**src/rtl/noc_filereg_responder.sv**
```systemverilog
// noc_filereg_responder
// Tile-side NoC endpoint that serves configuration register reads/writes.
// It accepts one request packet at a time from the local ejection port,
// executes it on the local register file and injects the response packet
// back toward the requesting tile. Register 0 is read-only and holds the
// tile address.
module noc_filereg_responder #(
    parameter int NetworkSwitchAddressId      = 0,
    parameter int NetworkSwitchAddressIdWidth = 4,
    parameter int NetworkFlitWidth            = 64,
    parameter int NetworkFlitTypeWidth        = 2,
    parameter int NumberOfRegisters           = 16,
    parameter int RegisterWidth               = 32
) (
    input  logic                                             clk_network_i,
    input  logic                                             rst_network_i,
    input  logic                                             network_valid_i,
    input  logic [NetworkFlitTypeWidth+NetworkFlitWidth-1:0] network_data_i,
    output logic                                             network_go_o,
    output logic                                             network_valid_o,
    output logic [NetworkFlitTypeWidth+NetworkFlitWidth-1:0] network_data_o,
    input  logic                                             network_go_i,
    output logic [NumberOfRegisters*RegisterWidth-1:0]       filereg_q_o,
    output logic [7:0]                                       err_count_o
);

    localparam int W  = NetworkSwitchAddressIdWidth;
    localparam int FW = NetworkFlitWidth;
    localparam int TW = NetworkFlitTypeWidth;
    localparam int DW = TW + FW;
    localparam int N  = NumberOfRegisters;
    localparam int RW = RegisterWidth;

    localparam logic [W-1:0]  OWN_ID   = W'(NetworkSwitchAddressId);
    localparam logic [RW-1:0] REG0_VAL = RW'(NetworkSwitchAddressId);
    localparam logic [8:0]    NUM_REGS = 9'(N);

    localparam logic [1:0] FT_HEADER      = 2'b00;
    localparam logic [1:0] FT_BODY        = 2'b01;
    localparam logic [1:0] FT_TAIL        = 2'b10;
    localparam logic [1:0] FT_HEADER_TAIL = 2'b11;

    typedef enum logic [1:0] {
        S_IDLE      = 2'd0,
        S_WAIT_DATA = 2'd1,
        S_RESP_HDR  = 2'd2,
        S_RESP_TAIL = 2'd3
    } state_t;

    // Builds a response header flit; every bit outside the defined fields is 0.
    function automatic logic [FW-1:0] make_header(
        input logic [W-1:0] dst,
        input logic         op,
        input logic [7:0]   idx,
        input logic [7:0]   tag,
        input logic         status
    );
        logic [FW-1:0] f;
        f                  = '0;
        f[W-1:0]           = dst;
        f[2*W-1:W]         = OWN_ID;
        f[2*W]             = op;
        f[2*W+8:2*W+1]     = idx;
        f[2*W+16:2*W+9]    = tag;
        f[2*W+17]          = status;
        return f;
    endfunction

    // Builds a data-carrying tail flit with the payload in the low bits.
    function automatic logic [FW-1:0] make_tail(input logic [RW-1:0] data);
        logic [FW-1:0] f;
        f         = '0;
        f[RW-1:0] = data;
        return f;
    endfunction

    state_t        r_state;
    state_t        w_state_next;
    logic          r_go_en;
    logic [W-1:0]  r_req_src;
    logic          r_op;
    logic [7:0]    r_idx;
    logic [7:0]    r_tag;
    logic          r_status;
    logic [RW-1:0] r_rdata;
    logic [7:0]    r_err;
    logic [RW-1:0] r_regs [1:N-1];

    logic          w_capture;
    logic          w_err_inc;
    logic          w_wr_en;
    logic          w_accept;
    logic [1:0]    w_type;
    logic [FW-1:0] w_flit;
    logic [W-1:0]  w_dst;
    logic [W-1:0]  w_src;
    logic          w_op;
    logic [7:0]    w_idx;
    logic [7:0]    w_tag;
    logic          w_own;
    logic          w_idx_oob;
    logic          w_req_err;
    logic [RW-1:0] w_rd_val;
    logic          w_unused_bits;

    assign w_type    = network_data_i[DW-1:FW];
    assign w_flit    = network_data_i[FW-1:0];
    assign w_dst     = w_flit[W-1:0];
    assign w_src     = w_flit[2*W-1:W];
    assign w_op      = w_flit[2*W];
    assign w_idx     = w_flit[2*W+8:2*W+1];
    assign w_tag     = w_flit[2*W+16:2*W+9];
    assign w_own     = (w_dst == OWN_ID);
    assign w_idx_oob = ({1'b0, w_idx} >= NUM_REGS);
    // Writes to the read-only register 0 are reported as errors as well.
    assign w_req_err = w_idx_oob || (w_op && (w_idx == 8'd0));
    assign w_accept  = network_valid_i && network_go_o;

    // Request status bit and payload bits above the fields are ignored.
    assign w_unused_bits = ^network_data_i;

    assign err_count_o = r_err;

    // Register-file read mux; register 0 returns the tile address.
    always_comb begin
        w_rd_val = REG0_VAL;
        for (int r = 1; r < N; r++) begin
            if (w_idx == 8'(r)) begin
                w_rd_val = r_regs[r];
            end
        end
    end

    // Flatten the register file onto the status output.
    always_comb begin
        filereg_q_o            = '0;
        filereg_q_o[RW-1:0]    = REG0_VAL;
        for (int r = 1; r < N; r++) begin
            filereg_q_o[r*RW +: RW] = r_regs[r];
        end
    end

    // Next-state, handshake and response-flit generation.
    always_comb begin
        w_state_next    = r_state;
        w_capture       = 1'b0;
        w_err_inc       = 1'b0;
        w_wr_en         = 1'b0;
        network_go_o    = 1'b0;
        network_valid_o = 1'b0;
        network_data_o  = '0;
        case (r_state)
            S_IDLE: begin
                network_go_o = r_go_en;
                if (w_accept) begin
                    if (!w_own || (w_type == FT_BODY) || (w_type == FT_TAIL) ||
                        ((w_type == FT_HEADER_TAIL) && w_op) ||
                        ((w_type == FT_HEADER) && !w_op)) begin
                        w_err_inc = 1'b1;
                    end else if (w_type == FT_HEADER_TAIL) begin
                        w_capture    = 1'b1;
                        w_err_inc    = w_req_err;
                        w_state_next = S_RESP_HDR;
                    end else begin
                        w_capture    = 1'b1;
                        w_state_next = S_WAIT_DATA;
                    end
                end
            end
            S_WAIT_DATA: begin
                network_go_o = r_go_en;
                if (w_accept) begin
                    if (w_type == FT_TAIL) begin
                        w_wr_en      = !r_status;
                        w_err_inc    = r_status;
                        w_state_next = S_RESP_HDR;
                    end else begin
                        w_err_inc    = 1'b1;
                        w_state_next = S_IDLE;
                    end
                end
            end
            S_RESP_HDR: begin
                network_valid_o = 1'b1;
                network_data_o  = {(r_op ? FT_HEADER_TAIL : FT_HEADER),
                                   make_header(r_req_src, r_op, r_idx, r_tag, r_status)};
                if (network_go_i) begin
                    w_state_next = r_op ? S_IDLE : S_RESP_TAIL;
                end
            end
            S_RESP_TAIL: begin
                network_valid_o = 1'b1;
                network_data_o  = {FT_TAIL, make_tail(r_rdata)};
                if (network_go_i) begin
                    w_state_next = S_IDLE;
                end
            end
            default: begin
                w_state_next = S_IDLE;
            end
        endcase
    end

    // State register plus the enable that holds go low until after reset.
    always_ff @(posedge clk_network_i or posedge rst_network_i) begin
        if (rst_network_i) begin
            r_state <= S_IDLE;
            r_go_en <= 1'b0;
        end else begin
            r_state <= w_state_next;
            r_go_en <= 1'b1;
        end
    end

    // Capture the request fields and read data when a request header is accepted.
    always_ff @(posedge clk_network_i or posedge rst_network_i) begin
        if (rst_network_i) begin
            r_req_src <= '0;
            r_op      <= 1'b0;
            r_idx     <= '0;
            r_tag     <= '0;
            r_status  <= 1'b0;
            r_rdata   <= '0;
        end else if (w_capture) begin
            r_req_src <= w_src;
            r_op      <= w_op;
            r_idx     <= w_idx;
            r_tag     <= w_tag;
            r_status  <= w_req_err;
            r_rdata   <= w_idx_oob ? '0 : w_rd_val;
        end
    end

    // Commit a legal write when its tail flit arrives.
    always_ff @(posedge clk_network_i or posedge rst_network_i) begin
        if (rst_network_i) begin
            for (int r = 1; r < N; r++) begin
                r_regs[r] <= '0;
            end
        end else if (w_wr_en) begin
            for (int r = 1; r < N; r++) begin
                if (r_idx == 8'(r)) begin
                    r_regs[r] <= w_flit[RW-1:0];
                end
            end
        end
    end

    // Saturating error counter; at most one event per cycle.
    always_ff @(posedge clk_network_i or posedge rst_network_i) begin
        if (rst_network_i) begin
            r_err <= '0;
        end else if (w_err_inc && (r_err != 8'hFF)) begin
            r_err <= r_err + 8'd1;
        end
    end

endmodule

```
**config.mk**
```make
export PLATFORM = sky130hd
export DESIGN_NAME = noc_filereg_responder
export DESIGN_NICKNAME = d
export VERILOG_FILES = /design/src/rtl/noc_filereg_responder.sv
export SDC_FILE = /design/constraint.sdc
export NUM_CORES = 1
export LEC_CHECK = 0
export CORE_AREA = 3 3 256 258
export CTS_BUF_LIST = sky130_fd_sc_hd__clkbuf_8
export DETAILED_ROUTE_END_ITERATION = 6
export DIE_AREA = 0 0 259 261
export MAX_ROUTING_LAYER = met4
export PLACE_DENSITY = 0.68
export SYNTH_ARGS = -nofsm -noshare
export SYNTH_HDL_FRONTEND = slang
export SYNTH_SLANG_ARGS = --single-unit
export TNS_END_PERCENT = 1
```
**constraint.sdc**
```tcl
create_clock -name clk_network_i -period 36.8 [get_ports clk_network_i]
set_input_delay 7.36 -clock clk_network_i [delete_from_list [all_inputs] [get_ports clk_network_i]]
set_output_delay 7.36 -clock clk_network_i [all_outputs]
set_load 0.05 [all_outputs]
```
==> results.md, run 1 <==
* Die Wd at 259 um
* Part of the Yosys area used for sequential elements at 52.69%
* Rel. slew slack at 4.702%
* Worst setup path class: in -> reg
* Share of the synthesized area in the top cell type at 52.69%
* Clk root buf: clkbuf_8
* Final setup violation count at 0
* Clk sink count at 545
* Hold Slack at 0.4656 ns
* Final nets at 2,672
* R2R cell count at 7
* Largest net degree at the start of global routing at 175
* Asr flop ratio synth at 100.0%
* Netlist Area Pre-Place at 25,890 um^2
* Top cells by instance count after synthesis: 545 x dfrtp_1, 486 x mux2_2, 142 x nand2_1, 101 x clkbuf_1, 97 x mux2i_1
* Vias per inst at 5.659
* Seq cells post-synth at 545
* Initial Util at 40.96%
* DRC Markers at 0
* Worst-path clk slew at 0.06 ns
* Row count at 92
* I/O Pins at 658
* WHS Path Cells at 2
* ANT nets after route at 0
* Grt ovf at 0
* Die H at 261 um
* Bufs on Longest Clock Path at 3
* Synth Instances at 2,085
* Buffers and inverters on the worst path at 2
* Hold-fix buffers at CTS at 0
* Setup TNS at 0 ns
* R2r setup slk at 32.83 ns
* Most common cell in the netlist: dfrtp_1
* Syn avg cell area at 12.42 um^2
* Worst r2r src: r_state[0]$_DFFE_PP0P_
* Total core area at 63,200 um^2
* Worst skew pair latency at 0.68 ns
* TritonCTS Buffers at 95
* EDFF count, synth at 0
* Warnings from Yosys at 0
* Final hold viol count at 0
* F_max at 0.09289 GHz
* Final period utilization at 29.25%
* Post-layout minimum cycle time at 10.77 ns
* First-pass GRT wire length at 142.3 mm
* LEAKAGE at 15.53 nW
* Leading area contributor after synthesis: dfrtp_1
* Total Routing Usage GR at 29.39%
* Critical Path RT at 37.35 ns
* Post-DP HPWL at 69.48 mm
* Delay-heaviest family, CP: simple AND/OR/NAND/NOR gates
* PortBufs at 561
* Netlist cell types at 68
* WL per Instance at 28.11 um
* Hold Path End: r_tag[5]$_DFFE_PP0P_
* Vias in the first global route at 20,020
* Hold Path Origin: r_tag[5]$_DFFE_PP0P_
* Initial DRC Count at 1,531
* Max-cap viol count at 0
* Die area at 67,600 um^2
* Reg2reg end: filereg_q_o[82]$_DFFE_PP0P_
* Crit path largest cell delay at 1.01 ns
* DR pass1 iterations at 5
* Crit path DAT at 11.32 ns
* Share of layout cells above drive strength 1 at 28.05%
* # Post-CTS Setup Buffers at 0
* # resized after CTS at 0
* Final Slew Violations at 0
* GP Congestion at 0.9433
* Slew at the pin with the worst max-slew slack at 1.393 ns
* Via count at 19,890
* Area Overhead vs Synth at 31.00%
* Total wire length at 98.81 mm
* Synth area leaders: dfrtp_1 53%, mux2_2 21%, mux2i_1 3.8%, nand2_1 2.1%, o2bb2ai_1 1.9%
* Synth Flop Type: dfrtp_1
* Worst VDD drop at 0.00002660 V
* Status: finished, final reports clean
* RSZ-0062 raised after global routing: no
* Fin Clk Skew at 0.04307 ns
* H-tree depth at 3
* CP Max Fanout at 32
* Power Dens Cells at 39.72 nW/um^2
* Crit path launch type: input port
* TritonCTS clock tree: built
* Initial antenna violation count at 4
* CP max-delay cell: nand3_1
* Crit-path cells: clkdlybuf4s50_1, nor4_2, buf_4, nand3_1, or2_2, a21oi_1, o21ai_1
* Hold Path Class: reg -> reg
* CP endpoint kind: flop
## report_power, final
part	total (W)	switching (W)	internal, W	leakage [nW]
logic	0.000151	0.000107	0.0000439	6.85
clock network	0.000564	0.000256	0.000309	1.08
registers	0.000632	0.0000213	0.000611	7.60
total	0.00135	0.000384	0.000963	15.5
## metrics by stage
step                      instance area [um^2]  cells  total power (W)  utilization [%]  setup slack [ns]
final                                    33910   3515         0.001347            53.66             26.03
after global routing                     33910   3514         0.001396            53.66             25.85
after CTS                                33910   3513         0.001360            53.65             26.16
after detailed placement                 31970   3350        0.0007929            50.60             25.41
after global placement                   31970   3350        0.0007901            50.60             25.48
after floorplan                          26120   2148        0.0007423                -             14.20
## worst min-delay path: cells and delay by family, from the launching register on
| kind | cells | cell delay (ns) |
|---|---|---|
| AND/OR/NAND/NOR | 2 | 0.10 |
| flip-flops | 1 | 0.34 |
## layout by cell type (no fill, tap or decap), types with 6 or more instances in the layout
cell type,netlist,layout
a211oi_1,15,15
a211oi_2,8,8
a21o_1,20,20
a21oi_1,66,66
a221oi_1,19,19
a22o_1,22,22
a22oi_1,28,28
and2_1,6,6
and3_1,14,14
buf_4,64,40
clkbuf_8,0,121
clkdlybuf4s50_1,0,558
clkinv_2,0,10
conb_1,2,65
dfrtp_1,545,544
inv_1,11,34
mux2_2,486,486
mux2i_1,97,97
nand2_1,142,141
nand2b_1,9,8
nand3_1,9,8
nor2_1,39,31
nor2_4,0,9
nor2b_1,24,22
o211ai_1,26,26
o21ai_0,30,30
o21ai_1,27,27
o221ai_1,29,29
o2bb2ai_1,55,55
or2_2,27,27
or3b_2,7,7
## routing by layer
| layer | GRT usage, % | wire length [um] | vias up |
|---|---|---|---|
| li1 | - | - | 8477 |
| met1 | 39.32 | 42470 | 10370 |
| met2 | 44.66 | 45630 | 889 |
| met3 | 5.734 | 7021 | 153 |
| met4 | 10.74 | 3691 | 0 |
| met5 | - | 0 | - |
## layout make-up
cell class                      count  area, um^2
Clock inverter                     42       266.5
Tap cell                          846        1059
Inverter                           13       57.56
Fill cell                        5411       29280
Timing Repair Buffer              603        5947
Multi-Input combinational cell   1343       11270
Antenna cell                        2       5.005
Sequential cell                   545       13640
Clock buffer                      121        1665
## how the worst max path moves through the flow
stage / startpoint / end / slack (ns) / depth (start not counted)
CTS: network_data_i[13] / r_rdata[2]$_DFFE_PP0P_ / 26.16 / 7
detailed placement: network_data_i[13] / r_rdata[2]$_DFFE_PP0P_ / 25.41 / 7
finish: network_data_i[13] / r_rdata[22]$_DFFE_PP0P_ / 26.03 / 7
global route: network_data_i[13] / r_rdata[13]$_DFFE_PP0P_ / 25.85 / 8
floorplan: rst_network_i / err_count_o[0]$_DFFE_PP0P_ / 14.20 / 1
global placement: network_data_i[13] / r_rdata[2]$_DFFE_PP0P_ / 25.48 / 7
## kinds of logic (layout without fill, tap and decap cells)
kind of cell | count (synthesis) | in the layout | share of synthesized area [%]
multiplexers | 592 | 592 | 25.46
flip-flops | 545 | 545 | 52.69
AO/OA/AOI/OAI | 367 | 367 | 10.29
AND/OR/NAND/NOR | 311 | 311 | 6.071
buffers and inverters | 260 | 779 | 5.186
XOR/XNOR | 7 | 7 | 0.2368
other | 2 | 67 | 0.02901
adder cells (fa/ha/maj) | 1 | 1 | 0.04833
## registers in the layout, summed over array words and instances (netlist names)
| signal | count |
|---|---|
| r_op | 1 |
| r_status | 1 |
| r_idx | 8 |
| err_count_o | 8 |
| r_go_en | 1 |
| r_tag | 8 |
| filereg_q_o | 480 |
| r_state | 2 |
| r_rdata | 32 |
| r_req_src | 4 |
Note: power is estimated with default switching activity, not from simulation.
==> run 2: changes to the inputs <==
--- a/config.mk
+++ b/config.mk
@@ -10,7 +10,7 @@
 export DETAILED_ROUTE_END_ITERATION = 6
 export DIE_AREA = 0 0 259 261
 export MAX_ROUTING_LAYER = met4
-export PLACE_DENSITY = 0.68
+export PLACE_DENSITY = 0.71
 export SYNTH_ARGS = -nofsm -noshare
 export SYNTH_HDL_FRONTEND = slang
 export SYNTH_SLANG_ARGS = --single-unit
==> constraint.sdc (replaced) <==
create_clock -name clk_network_i -period 8.8 [get_ports clk_network_i]
set_input_delay 1.76 -clock clk_network_i [delete_from_list [all_inputs] [get_ports clk_network_i]]
set_output_delay 1.76 -clock clk_network_i [all_outputs]
set_load 0.05 [all_outputs]
==> run 2 against run 1 <==
Hold slack better by 0.0050 ns. Power rose to 4.3 times the previous value. Clock-buffer cell count up 6. Sequential power rose to 4.2 times the previous value. Register-to-register slack worse by 28 ns. Critical path type unchanged. Critical endpoint is now r_rdata[10]$_DFFE_PP0P_.
==> results.md, run 2 (synthesis results as in run 1) <==
* Status: finished, final reports clean
* Area Overhead vs Synth at 31.60%
* Bufs on Longest Clock Path at 3 (unchanged)
* Vias per inst at 5.651 (-0.15%)
* Final nets at 2,675 (+0.11%)
* CP Max Fanout at 31 (-3.1%)
* Final Power at 0.005756 W (+330%)
* Worst skew pair latency at 0.68 ns (about the same)
* Post-layout minimum cycle time at 4.999 ns
* Final hold viol count at 0 (unchanged)
* Final period utilization at 56.81%
* Most common cell after layout, fill and taps aside: clkdlybuf4s50_1
* CP endpoint kind: flop
* Max-cap viol count at 0 (unchanged)
* Hold Path Class: reg -> reg
* Final worst slack at 3.801 ns (-22.23 ns)
* Clk root buf: clkbuf_8
* Power Dens Cells at 169.0 nW/um^2 (+330%)
* Worst VDD drop at 0.0001053 V (+300%)
* Design area at 34,070 um^2 (+0.46%)
* Die area at 67,600 um^2 (unchanged)
* Initial antenna violation count at 4 (unchanged)
* Initial Util at 40.96% (unchanged)
* Critical path's most frequent cell: buf_4
* Vias in the first global route at 20,210 (+0.97%)
* Grt ovf at 0 (unchanged)
* Largest register FFs at 480 (unchanged)
* Critical Path RT at 9.34 ns (-28.01 ns)
* LEAKAGE at 15.65 nW (+0.79%)
* Clk sink count at 545 (unchanged)
* Initial DRC Count at 1,514 (-1.1%)
* I/O Pins at 658 (unchanged)
* Crit path largest cell delay at 0.94 ns (-0.07 ns)
* H-tree depth at 3 (unchanged)
* Hold-fix buffers at CTS at 0 (unchanged)
* Crit-path cells: clkdlybuf4s50_1, nor4_2, buf_4, and2_1, and3_1, buf_4, nand2_1, buf_4, o221ai_1, o21ai_1
* Delay-heaviest family, CP: buffers and inverters
* PortBufs at 561 (unchanged)
* Via count at 19,980 (+0.45%)
* DR pass1 iterations at 5 (unchanged)
* TritonCTS clock tree: built
* # resized after CTS at 0 (unchanged)
* Post-placement worst setup slack at 3.160 ns (-22.25 ns)
* Die Wd at 259 um (unchanged)
* Final Slew Violations at 0 (unchanged)
* # Post-CTS Setup Buffers at 0 (unchanged)
* Largest net degree at the start of global routing at 181 (+3.4%)
* Fin Clk Skew at 0.03230 ns (-0.01077 ns)
* Post-DP HPWL at 70.20 mm (+1.0%)
* Placed Instance Area at 31,990 um^2 (about the same)
* Most frequent cells in the layout: 558 x clkdlybuf4s50_1, 544 x dfrtp_1, 486 x mux2_2
* Row count at 92 (unchanged)
* DRC Markers at 0 (unchanged)
* First-pass GRT wire length at 143.3 mm (+0.71%)
* GP Congestion at 0.9611 (+1.9%)
* RSZ-0062 raised after global routing: no
* Total core area at 63,200 um^2 (unchanged)
* Rel. slew slack at 15.59% (+11 points)
* Worst-path clk slew at 0.06 ns (about the same)
* WL per Instance at 28.26 um (+0.53%)
* Buffers and inverters on the worst path at 4 (+2)
* Total wire length at 99.93 mm (+1.1%)
* Crit path launch type: input port
* Die H at 261 um (unchanged)
* Total Routing Usage GR at 29.71% (+0.32 points)
* TritonCTS Buffers at 96 (+1.1%)
* F_max at 0.2000 GHz
* Crit path DAT at 5.54 ns (-5.78 ns)
* CP max-delay cell: clkdlybuf4s50_1
* Worst setup path class: in -> reg
* Slew at the pin with the worst max-slew slack at 1.263 ns (-0.1309 ns)
* Share of layout cells above drive strength 1 at 28.17% (+0.12 points)
* ANT nets after route at 0 (unchanged)
* Final setup violation count at 0 (unchanged)
run 2: cell types whose count changed in the layout (fill, tap and decap cells not counted), sizes merged:
cell and change:
buf +2, clkinv +1, bufinv +1, clkbuf +6, inv +10, clkinvlp -3
diode +4
run 2: final cells by class:
class | instances | area (um^2)
clock buffers | 127 | 1748
diodes | 6 | 15.01
well taps | 846 | 1059
inverters | 13 | 53.80
flip-flops and latches | 545 | 13640
repair buffers | 605 | 5962
clock inverters | 51 | 317.8
multi-input cells | 1343 | 11270
fillers | 5364 | 29130
run 2: worst reg2reg max path, stage by stage (launching register included):
cell	delay (ns)
dfrtp_2	1.04
nor4b_2	0.39
nand4_1	0.30
inv_1	0.16
nand3_1	0.35
nor3_4	0.70
buf_4	0.48
mux2_2	0.43
run 2: final timing paths:
| check | start | endpoint | slack, ns | depth (start not counted) |
|---|---|---|---|---|
| worst max register to register | r_state[0]$_DFFE_PP0P_ | filereg_q_o[117]$_DFFE_PP0P_ | 4.84 | 7 |
| worst min register to register | r_tag[2]$_DFFE_PP0P_ | r_tag[2]$_DFFE_PP0P_ | 0.47 | 2 |
| worst min-delay path | r_tag[2]$_DFFE_PP0P_ | r_tag[2]$_DFFE_PP0P_ | 0.47 | 2 |
| worst max-delay path | network_data_i[15] | r_rdata[10]$_DFFE_PP0P_ | 3.80 | 10 |
| max in group asynchronous | rst_network_i | filereg_q_o[320]$_DFFE_PP0P_ | 5.56 | 3 |
| min in group asynchronous | rst_network_i | filereg_q_o[118]$_DFFE_PP0P_ | 1.64 | 2 |
run 2: power breakdown:
part,switching (W),internal (W),leakage (nW)
Sequential,0.0000876,0.00255,7.60
Clock,0.00110,0.00138,1.20
Combinational,0.000452,0.000184,6.86
run 2: per-layer routing:
layer	global-route usage (%)	wire length, um	part of all wire, %	up-vias
li1	-	-	-	8497
met1	38.25	41580	42	10340
met2	44.59	45400	45	925
met3	7.775	8442	8.4	218
met4	12.53	4507	4.5	0
met5	-	0	0	-
run 2: metrics by stage:
| step | hold slack [ns] | std cells | TNS (ns) | util [%] |
|---|---|---|---|---|
| CTS | 0.4699 | 3530 | 0 | 53.88 |
| global route | 0.4910 | 3534 | 0 | 53.90 |
| finish | 0.4705 | 3536 | 0 | 53.91 |
| floorplan | 0.4380 | 2148 | -203.78 | - |
| detailed placement | 0.4563 | 3352 | 0 | 50.61 |
| global placement | 0.4509 | 3352 | 0 | 50.61 |
